$ cat src/rtl/dmem_arbiter_if.sv
// dmem_arbiter_if: bundle of two requester ports and the data-memory side.
// Ports (signals):
//   p0_req/p0_we/p0_addr/p0_wdata  -> arbiter   MEM-stage request
//   p0_ack/p0_rdata/p0_stall       <- arbiter   MEM-stage completion, load data, stall
//   p1_req/p1_we/p1_addr/p1_wdata  -> arbiter   loader/debug request
//   p1_ack/p1_rdata                <- arbiter   loader/debug completion, load data
//   mem_addr/mem_wdata/mem_read/mem_write <- arbiter, mem_rdata -> arbiter
// Modports: master = environment (requesters and memory), slave = arbiter.
interface dmem_arbiter_if;
    logic        p0_req;
    logic        p0_we;
    logic [31:0] p0_addr;
    logic [31:0] p0_wdata;
    logic        p0_ack;
    logic [31:0] p0_rdata;
    logic        p0_stall;
    logic        p1_req;
    logic        p1_we;
    logic [31:0] p1_addr;
    logic [31:0] p1_wdata;
    logic        p1_ack;
    logic [31:0] p1_rdata;
    logic [31:0] mem_addr;
    logic [31:0] mem_wdata;
    logic        mem_read;
    logic        mem_write;
    logic [31:0] mem_rdata;

    modport master (
        output p0_req, p0_we, p0_addr, p0_wdata,
        output p1_req, p1_we, p1_addr, p1_wdata,
        output mem_rdata,
        input  p0_ack, p0_rdata, p0_stall, p1_ack, p1_rdata,
        input  mem_addr, mem_wdata, mem_read, mem_write
    );

    modport slave (
        input  p0_req, p0_we, p0_addr, p0_wdata,
        input  p1_req, p1_we, p1_addr, p1_wdata,
        input  mem_rdata,
        output p0_ack, p0_rdata, p0_stall, p1_ack, p1_rdata,
        output mem_addr, mem_wdata, mem_read, mem_write
    );
endinterface

$ cat src/rtl/dmem_arbiter.sv
// dmem_arbiter: two-port arbiter in front of a single word-wide data memory.
// Ports: clk (rising edge), reset (async, active high),
//        bus (dmem_arbiter_if.slave): p0 = MEM stage, p1 = loader/debug, mem_* = DataMemory.
// Parameter MEM_LAT: memory access cycles (1..15).
// Macro DMEM_ARB_RR_EN: round-robin tie-break; default build uses fixed p0 priority.
module dmem_arbiter #(
    parameter int MEM_LAT = 1
) (
    input logic      clk,
    input logic      reset,
    dmem_arbiter_if.slave bus
);
    typedef enum logic [1:0] {IDLE, BUSY, RESP} state_t;

    state_t      state, state_nxt;
    logic [3:0]  cnt;
    logic        own;
    logic        l_we;
    logic [31:2] l_addr;
    logic [31:0] l_wdata;
    logic [31:0] p0_rd, p1_rd;
    logic        gnt1, take, done;

`ifdef DMEM_ARB_RR_EN
    logic last;
    // on a tie, p1 wins only if p0 was granted last
    assign gnt1 = bus.p1_req & (~bus.p0_req | ~last);
`else
    assign gnt1 = bus.p1_req & ~bus.p0_req;
`endif

    assign take = state == IDLE && (bus.p0_req || bus.p1_req);
    assign done = state == BUSY && cnt == 4'd1;

    assign bus.p0_rdata = p0_rd;
    assign bus.p1_rdata = p1_rd;
    assign bus.p0_stall = bus.p0_req & ~bus.p0_ack;

    always_ff @(posedge clk or posedge reset) begin
        if (reset) begin
            state   <= IDLE;
            cnt     <= 4'd0;
            own     <= 1'b0;
            l_we    <= 1'b0;
            l_addr  <= '0;
            l_wdata <= '0;
            p0_rd   <= '0;
            p1_rd   <= '0;
`ifdef DMEM_ARB_RR_EN
            last    <= 1'b1;
`endif
        end else begin
            state <= state_nxt;
            if (take) begin
                own     <= gnt1;
                l_we    <= gnt1 ? bus.p1_we : bus.p0_we;
                l_addr  <= gnt1 ? bus.p1_addr[31:2] : bus.p0_addr[31:2];
                l_wdata <= gnt1 ? bus.p1_wdata : bus.p0_wdata;
                cnt     <= 4'(MEM_LAT);
`ifdef DMEM_ARB_RR_EN
                last    <= gnt1;
`endif
            end else if (state == BUSY) begin
                cnt <= cnt - 4'd1;
            end
            // load data is captured on the last access cycle, only for the owner
            if (done && !l_we && !own)
                p0_rd <= bus.mem_rdata;
            if (done && !l_we && own)
                p1_rd <= bus.mem_rdata;
        end
    end

    always_comb begin
        state_nxt     = state;
        bus.mem_addr  = '0;
        bus.mem_wdata = '0;
        bus.mem_read  = 1'b0;
        bus.mem_write = 1'b0;
        bus.p0_ack    = 1'b0;
        bus.p1_ack    = 1'b0;
        case (state)
            IDLE: state_nxt = take ? BUSY : IDLE;
            BUSY: begin
                bus.mem_addr  = {l_addr, 2'b00};
                bus.mem_wdata = l_wdata;
                bus.mem_write = l_we;
                bus.mem_read  = ~l_we;
                state_nxt     = done ? RESP : BUSY;
            end
            RESP: begin
                bus.p0_ack = ~own;
                bus.p1_ack = own;
                state_nxt  = IDLE;
            end
            default: state_nxt = IDLE;
        endcase
    end
endmodule

$ cat src/flat_wrapper.sv
// flat-port wrapper written by rule: the top's interface ports become plain ports
module dmem_arbiter_flat 
#(
    parameter int MEM_LAT = 1
)
  (clk, reset, bus_p0_req, bus_p0_we, bus_p0_addr, bus_p0_wdata, bus_p1_req, bus_p1_we, bus_p1_addr, bus_p1_wdata, bus_mem_rdata, bus_p0_ack, bus_p0_rdata, bus_p0_stall, bus_p1_ack, bus_p1_rdata, bus_mem_addr, bus_mem_wdata, bus_mem_read, bus_mem_write);
  dmem_arbiter_if bus_i ();
  input logic clk;
  input logic reset;
  input wire logic [$bits(bus_i.p0_req)-1:0] bus_p0_req;
  input wire logic [$bits(bus_i.p0_we)-1:0] bus_p0_we;
  input wire logic [$bits(bus_i.p0_addr)-1:0] bus_p0_addr;
  input wire logic [$bits(bus_i.p0_wdata)-1:0] bus_p0_wdata;
  input wire logic [$bits(bus_i.p1_req)-1:0] bus_p1_req;
  input wire logic [$bits(bus_i.p1_we)-1:0] bus_p1_we;
  input wire logic [$bits(bus_i.p1_addr)-1:0] bus_p1_addr;
  input wire logic [$bits(bus_i.p1_wdata)-1:0] bus_p1_wdata;
  input wire logic [$bits(bus_i.mem_rdata)-1:0] bus_mem_rdata;
  output wire logic [$bits(bus_i.p0_ack)-1:0] bus_p0_ack;
  output wire logic [$bits(bus_i.p0_rdata)-1:0] bus_p0_rdata;
  output wire logic [$bits(bus_i.p0_stall)-1:0] bus_p0_stall;
  output wire logic [$bits(bus_i.p1_ack)-1:0] bus_p1_ack;
  output wire logic [$bits(bus_i.p1_rdata)-1:0] bus_p1_rdata;
  output wire logic [$bits(bus_i.mem_addr)-1:0] bus_mem_addr;
  output wire logic [$bits(bus_i.mem_wdata)-1:0] bus_mem_wdata;
  output wire logic [$bits(bus_i.mem_read)-1:0] bus_mem_read;
  output wire logic [$bits(bus_i.mem_write)-1:0] bus_mem_write;
  assign bus_i.p0_req = bus_p0_req;
  assign bus_i.p0_we = bus_p0_we;
  assign bus_i.p0_addr = bus_p0_addr;
  assign bus_i.p0_wdata = bus_p0_wdata;
  assign bus_i.p1_req = bus_p1_req;
  assign bus_i.p1_we = bus_p1_we;
  assign bus_i.p1_addr = bus_p1_addr;
  assign bus_i.p1_wdata = bus_p1_wdata;
  assign bus_i.mem_rdata = bus_mem_rdata;
  assign bus_p0_ack = bus_i.p0_ack;
  assign bus_p0_rdata = bus_i.p0_rdata;
  assign bus_p0_stall = bus_i.p0_stall;
  assign bus_p1_ack = bus_i.p1_ack;
  assign bus_p1_rdata = bus_i.p1_rdata;
  assign bus_mem_addr = bus_i.mem_addr;
  assign bus_mem_wdata = bus_i.mem_wdata;
  assign bus_mem_read = bus_i.mem_read;
  assign bus_mem_write = bus_i.mem_write;
  dmem_arbiter #(.MEM_LAT(MEM_LAT)) u_core (.clk(clk), .reset(reset), .bus(bus_i));
endmodule
$ cat config.mk
export PLATFORM = sky130hd
export DESIGN_NAME = dmem_arbiter_flat
export DESIGN_NICKNAME = d
export VERILOG_FILES = /design/src/rtl/dmem_arbiter_if.sv /design/src/rtl/dmem_arbiter.sv /design/src/flat_wrapper.sv
export SDC_FILE = /design/constraint.sdc
export NUM_CORES = 1
export LEC_CHECK = 0
export ABC_AREA = 1
export BUFFER_PORTS_ARGS = -buffer_cell sky130_fd_sc_hd__buf_2
export CAP_MARGIN = 25
export CELL_PAD_IN_SITES_DETAIL_PLACEMENT = 2
export CELL_PAD_IN_SITES_GLOBAL_PLACEMENT = 2
export CORE_UTILIZATION = 25
export DETAILED_ROUTE_END_ITERATION = 7
export PLACE_DENSITY_LB_ADDON = 0.1
export SYNTH_ARGS = -nofsm -noshare
export SYNTH_HDL_FRONTEND = slang
export SYNTH_SLANG_ARGS = --single-unit
$ cat constraint.sdc
create_clock -name clk -period 5.8 [get_ports clk]
set_clock_uncertainty 0.05 [all_clocks]
set_input_delay 1.45 -clock clk [delete_from_list [all_inputs] [get_ports clk]]
set_output_delay 1.45 -clock clk [all_outputs]
set_load 0.02 [all_outputs]
After elaboration in Yosys (flattened, before gate mapping)

Index checks and enable logic that the tools add are counted.

Add/sub/neg operators: 1
Equality and inequality tests: 3
Muxes and demuxes: 14
Bitwise gates (word level): 6
Reductions and logical operators: 10

Operators by type and width:

| kind                | count |
|---|---|
| $mux 32             | 3 |
| $mux 30             | 1 |
| $mux 4              | 2 |
| $mux 1              | 6 |
| $logic_and 1x1->1   | 5 |
| $eq 4x1->1 const B  | 1 |
| $not 1->1           | 4 |
| $pmux 2 s2          | 1 |
| $sub 4x1->4 const B | 1 |
| $and 1x1->1         | 2 |
| $eq 2x1->1 const B  | 1 |
| $eq 2x2->1 const B  | 1 |
| $logic_not 1->1     | 2 |
| $logic_not 2->1     | 1 |
| $mux 2              | 1 |
| $reduce_bool 2->1   | 1 |
| $logic_or 1x1->1    | 1 |

Bits in registers: 134
Input bits: 166
Output and inout port bits: 133
Word-level logic and storage cells: 42

Logic depth before layout (Yosys ltp)

Word-level depth: 4
Gate-level depth with buffers: 8

Least setup slack after synthesis

OpenSTA, ideal clock, no wires.

Path kind: input port to output port
From: input bus_p0_req
To: output bus_p0_stall
Arrival: 1651 ps
Slack: 2649 ps
Cell stages on the path: 2
Cells stage by stage: o21ai_0 inv_1

Cells in the longest elaborated chain, start to end: 1

RTL lines:

| what               | line               | RTL |
|---|---|---|
| start: declaration | flat_wrapper.sv:10 | `input wire logic [$bits(bus_i.p0_req)-1:0] bus_p0_req;` |
| $and 1x1->1        | dmem_arbiter.sv:37 | `assign bus.p0_stall = bus.p0_req & ~bus.p0_ack;` |
| end: declaration   | flat_wrapper.sv:21 | `output wire logic [$bits(bus_i.p0_stall)-1:0] bus_p0_stall;` |

Every way passes these cells.

Worst setup path in the final report

From: register u_core.state[1]
To: output bus_mem_read

Cells in the longest elaborated chain, start to end: 2

RTL lines:

| what                     | line               | RTL |
|---|---|---|
| start: declaration       | dmem_arbiter.sv:15 | `state_t state, state_nxt;` |
| start signal: assignment | dmem_arbiter.sv:53 | `state <= state_nxt;` |
| $eq 2x1->1               | dmem_arbiter.sv:82 | `case (state)` |
| $mux 1                   | dmem_arbiter.sv:82 |  |
| end: declaration         | flat_wrapper.sv:26 | `output wire logic [$bits(bus_i.mem_read)-1:0] bus_mem_read;` |

Every way passes these cells.

==> results.sh <==
export IMPL_cp_data_arrival_time_ns=2.29
export IMPL_crit_type="reg2out"
export IMPL_initial_core_util_pct=25.5
export IMPL_fin_nets=1310
export IMPL_place_area_um2=8290
export IMPL_postCtsHoldBufs=0
export IMPL_max_stage_delay_ns=0.49
export IMPL_postSynthAreaPerCell_um2=7.62
export IMPL_finalInstanceArea_um2=8900
export IMPL_place_detailed_hpwl_um=16900
export IMPL_route_detailed_drc=0
export IMPL_die_area_um2=27200
export IMPL_start_kind="flip-flop"
export IMPL_gr_total_overflow=0
export IMPL_grt_use_met2_pct=29.8
export IMPL_synth_seq_cells=134
export IMPL_grt_pass1_vias=6918
export IMPL_fin_tns_setup_ns=0
export IMPL_crit_chain="inv_2 > nand2_2 > buf_4 > nor2_4 > buf_2"
export IMPL_row_count=59
export IMPL_yosys_top_cells_count="nand2_1 (381), dfrtp_1 (134), inv_1 (70), nor2_1 (70), nand3_1 (69)"
export IMPL_pwr_share_clk_pct=21.5
export IMPL_max_freq_mhz=264
export IMPL_numCtsBuffers=17
export IMPL_maxCapViolCount=0
export IMPL_die_width_um=165
export IMPL_yosys_warnings=0
export IMPL_ir_worst_vdd_mv=0.184
export IMPL_yosysMostFrequentCell="nand2_1"
export IMPL_dpl_cell_count=1458
export IMPL_cts_sinks=134
export IMPL_rsz0062_at_grt="false"
export IMPL_fin_cells=1493
export IMPL_core_um2=26100
export IMPL_post_cts_setup_buffer_count=0
export IMPL_fillers=3156
export IMPL_syn_to_final_growth_pct=34.0
export IMPL_synthArstFlopShare_pct=100
export IMPL_clk_pin_slew_worst_paths_ns=0.07
export IMPL_drt_iter0_drc=333
export IMPL_gr_usage_all_layers_pct=17.9
export IMPL_ys_flop_type="dfrtp_1"
export IMPL_grt_met1_usage_pct=21.7
export IMPL_use_met3_pct=6.19
export IMPL_synth_area_leader_cell="dfrtp_1"
export IMPL_cts_tree="yes"
export IMPL_p_switching_uw=2470
export IMPL_cpMaxStageDelayCell="nand2_2"
export IMPL_drive_gt1_share_pct=33.2
export IMPL_grt_max_degree=65
export IMPL_cpLargestDelayFamily="buffers and inverters"
export IMPL_yosysSeqAreaShare_pct=50.4
export IMPL_final_hold_viol_count=0
export IMPL_synth_area_leaders="dfrtp_1 (50%), nand2_1 (22%), nand3_1 (5.2%)"
export IMPL_ant_nets=0
export IMPL_hold_path_class="reg2reg"
export IMPL_intPower_uw=2790
export IMPL_antenna_found_initial=6
export IMPL_period_minus_slack_ns=3.79
export IMPL_vias_per_cell=4.43
export IMPL_hold_slack_ns=0.419
export IMPL_critPathMaxFanout=40
export IMPL_powerDensity_nw_per_um2=591
export IMPL_p_leak_uw=0.00503
export IMPL_busiest_layer="met2"
export IMPL_synth_cells=872
export IMPL_cts_root_buffer="clkbuf_16"
export IMPL_total_power_uw=5260
export IMPL_htree_num_levels=4
export IMPL_outcome="completed"
export IMPL_seqPwrFrac_pct=29.9
export IMPL_synth_area_um2=6650
export IMPL_die_h_um=165
export IMPL_num_vias=6620
export IMPL_synth_edf_count=0
export IMPL_first_pass_iters=4
export IMPL_slew_violations=0
export IMPL_io_pins=299
export IMPL_worstMarginPinSlew_ns=0.859
export IMPL_clk_path_buf_depth=2
export IMPL_pwr_share_comb_pct=48.6
export IMPL_clock_latency_ns=0.42
export IMPL_critPathRequiredTime_ns=4.30
export IMPL_p_sw_share_pct=46.9
export IMPL_setup_viol=0
export IMPL_yosysUniqueCellTypes=27
export IMPL_yosysTopAreaCellShare_pct=50.4
export IMPL_cts_resized_gates=0
export IMPL_post_route_period_util_pct=65.3
export IMPL_io_buffer_count=292
export IMPL_path_buf_inv=3
export IMPL_grt_first_pass_wirelength_um=37400
export IMPL_max_slew_margin_pct=42.5
export IMPL_globalplace_congestion=0.710
export IMPL_end_kind="output port"
export IMPL_wl_per_cell_um=16.0
export IMPL_routed_wirelength_um=23800
-- cell type report --
| class | count | area (µm²) | share of cell area, % |
|---|---|---|---|
| Sequential cell | 134 | 3350 | 37.7 |
| Clock inverter | 14 | 166 | 1.87 |
| Tap cell | 335 | 419 | 4.71 |
| Inverter | 76 | 293 | 3.29 |
| Timing Repair Buffer | 303 | 1560 | 17.6 |
| Multi-Input combinational cell | 610 | 2660 | 29.9 |
| Antenna cell | 3 | 7.51 | 0.0843 |
| Clock buffer | 18 | 439 | 4.93 |
-- final timing paths --
path / end / depth (start not counted) / slack, ns / start
setup / recovery: bus_mem_read / 5 / 2.01 / u_core.state[1]$_DFF_PP0_
hold / removal: u_core.bus.p0_rdata[30]$_DFFE_PP0P_ / 2 / 0.42 / u_core.bus.p0_rdata[30]$_DFFE_PP0P_
setup reg to reg: u_core.bus.p0_rdata[8]$_DFFE_PP0P_ / 7 / 2.99 / u_core.state[1]$_DFF_PP0_
hold reg to reg: u_core.bus.p0_rdata[30]$_DFFE_PP0P_ / 2 / 0.42 / u_core.bus.p0_rdata[30]$_DFFE_PP0P_
max in group asynchronous: u_core.bus.p1_rdata[20]$_DFFE_PP0P_ / 3 / 3.68 / reset
min in group asynchronous: u_core.l_wdata[10]$_DFFE_PP0P_ / 2 / 1.05 / reset
-- state kept, by name, indices dropped and copies added, names as in the netlist --
name                 cells
u_core.state             2
u_core.l_addr           30
u_core.own               1
u_core.l_wdata          32
u_core.bus.p1_rdata     32
u_core.cnt               4
u_core.l_we              1
u_core.bus.p0_rdata     32
-- through the flow --
| step | utilization (%) | setup slack [ns] |
|---|---|---|
| finish | 34.2 | 2.01 |
| global route | 34.2 | 1.76 |
| CTS | 34.1 | 1.90 |
| detailed placement | 31.8 | 2.37 |
| global placement | 31.7 | 2.38 |
| floorplan | - | 0.717 |
-- cell usage in the layout, fill, tap and decap left out --
cell type	netlist	layout
nor2_1	70	70
buf_2	32	292
clkinvlp_4	0	3
nand4_1	1	1
inv_4	1	1
clkinv_1	1	1
o21ai_1	28	28
nor2_4	3	3
buf_16	0	1
inv_2	4	4
inv_8	0	2
nand3_1	69	69
clkbuf_16	0	17
inv_6	0	5
inv_1	70	69
dfrtp_1	134	134
nand2_2	10	10
buf_4	3	10
xor2_1	1	1
o22ai_1	1	1
clkbuf_8	0	1
nand2_1	381	381
bufinv_16	0	2
diode_2	0	3
o21ai_2	27	27
clkinv_4	0	3
nand3_2	2	2
conb_1	1	2
ha_1	2	2
o21ai_0	12	12
nand3_4	1	1
-- worst reg2reg max path: cells and delay by family, from the launching register on --
family	cells	cell delay (ns)
buffers and inverters	2	0.60
AND/OR/NAND/NOR	5	1.65
flip-flops	1	0.39
-- power groups by stage --
stage | sequential (µW) | combinational (µW) | clock (µW)
5_1_grt | 1630 | 2870 | 1200
6_report | 1570 | 2560 | 1130
3_5_place_dp | 1590 | 2610 | 0
4_1_cts | 1580 | 2630 | 1170
2_1_floorplan | 1850 | 1530 | 0
3_3_place_gp | 1570 | 2570 | 0
-- kinds of logic (layout without fill, tap and decap cells) --
family / Yosys count / count (layout) / synth area share (%)
and+or+nand+nor: 537 / 537 / 32.8
DFF: 134 / 134 / 50.4
buffers and inverters: 129 / 411 / 9.56
AOI/OAI and AO/OA: 68 / 68 / 6.66
adders and majority gates: 2 / 2 / 0.376
other: 1 / 5 / 0.0564
xor gates and xnor gates: 1 / 1 / 0.132
-- layer usage --
layer	routed length [µm]	share of wire (%)
met1	10200	43
met2	11300	48
met3	1980	8.3
met4	216	0.91
met5	52	0.22
Note: power is estimated with default switching activity, not from simulation.
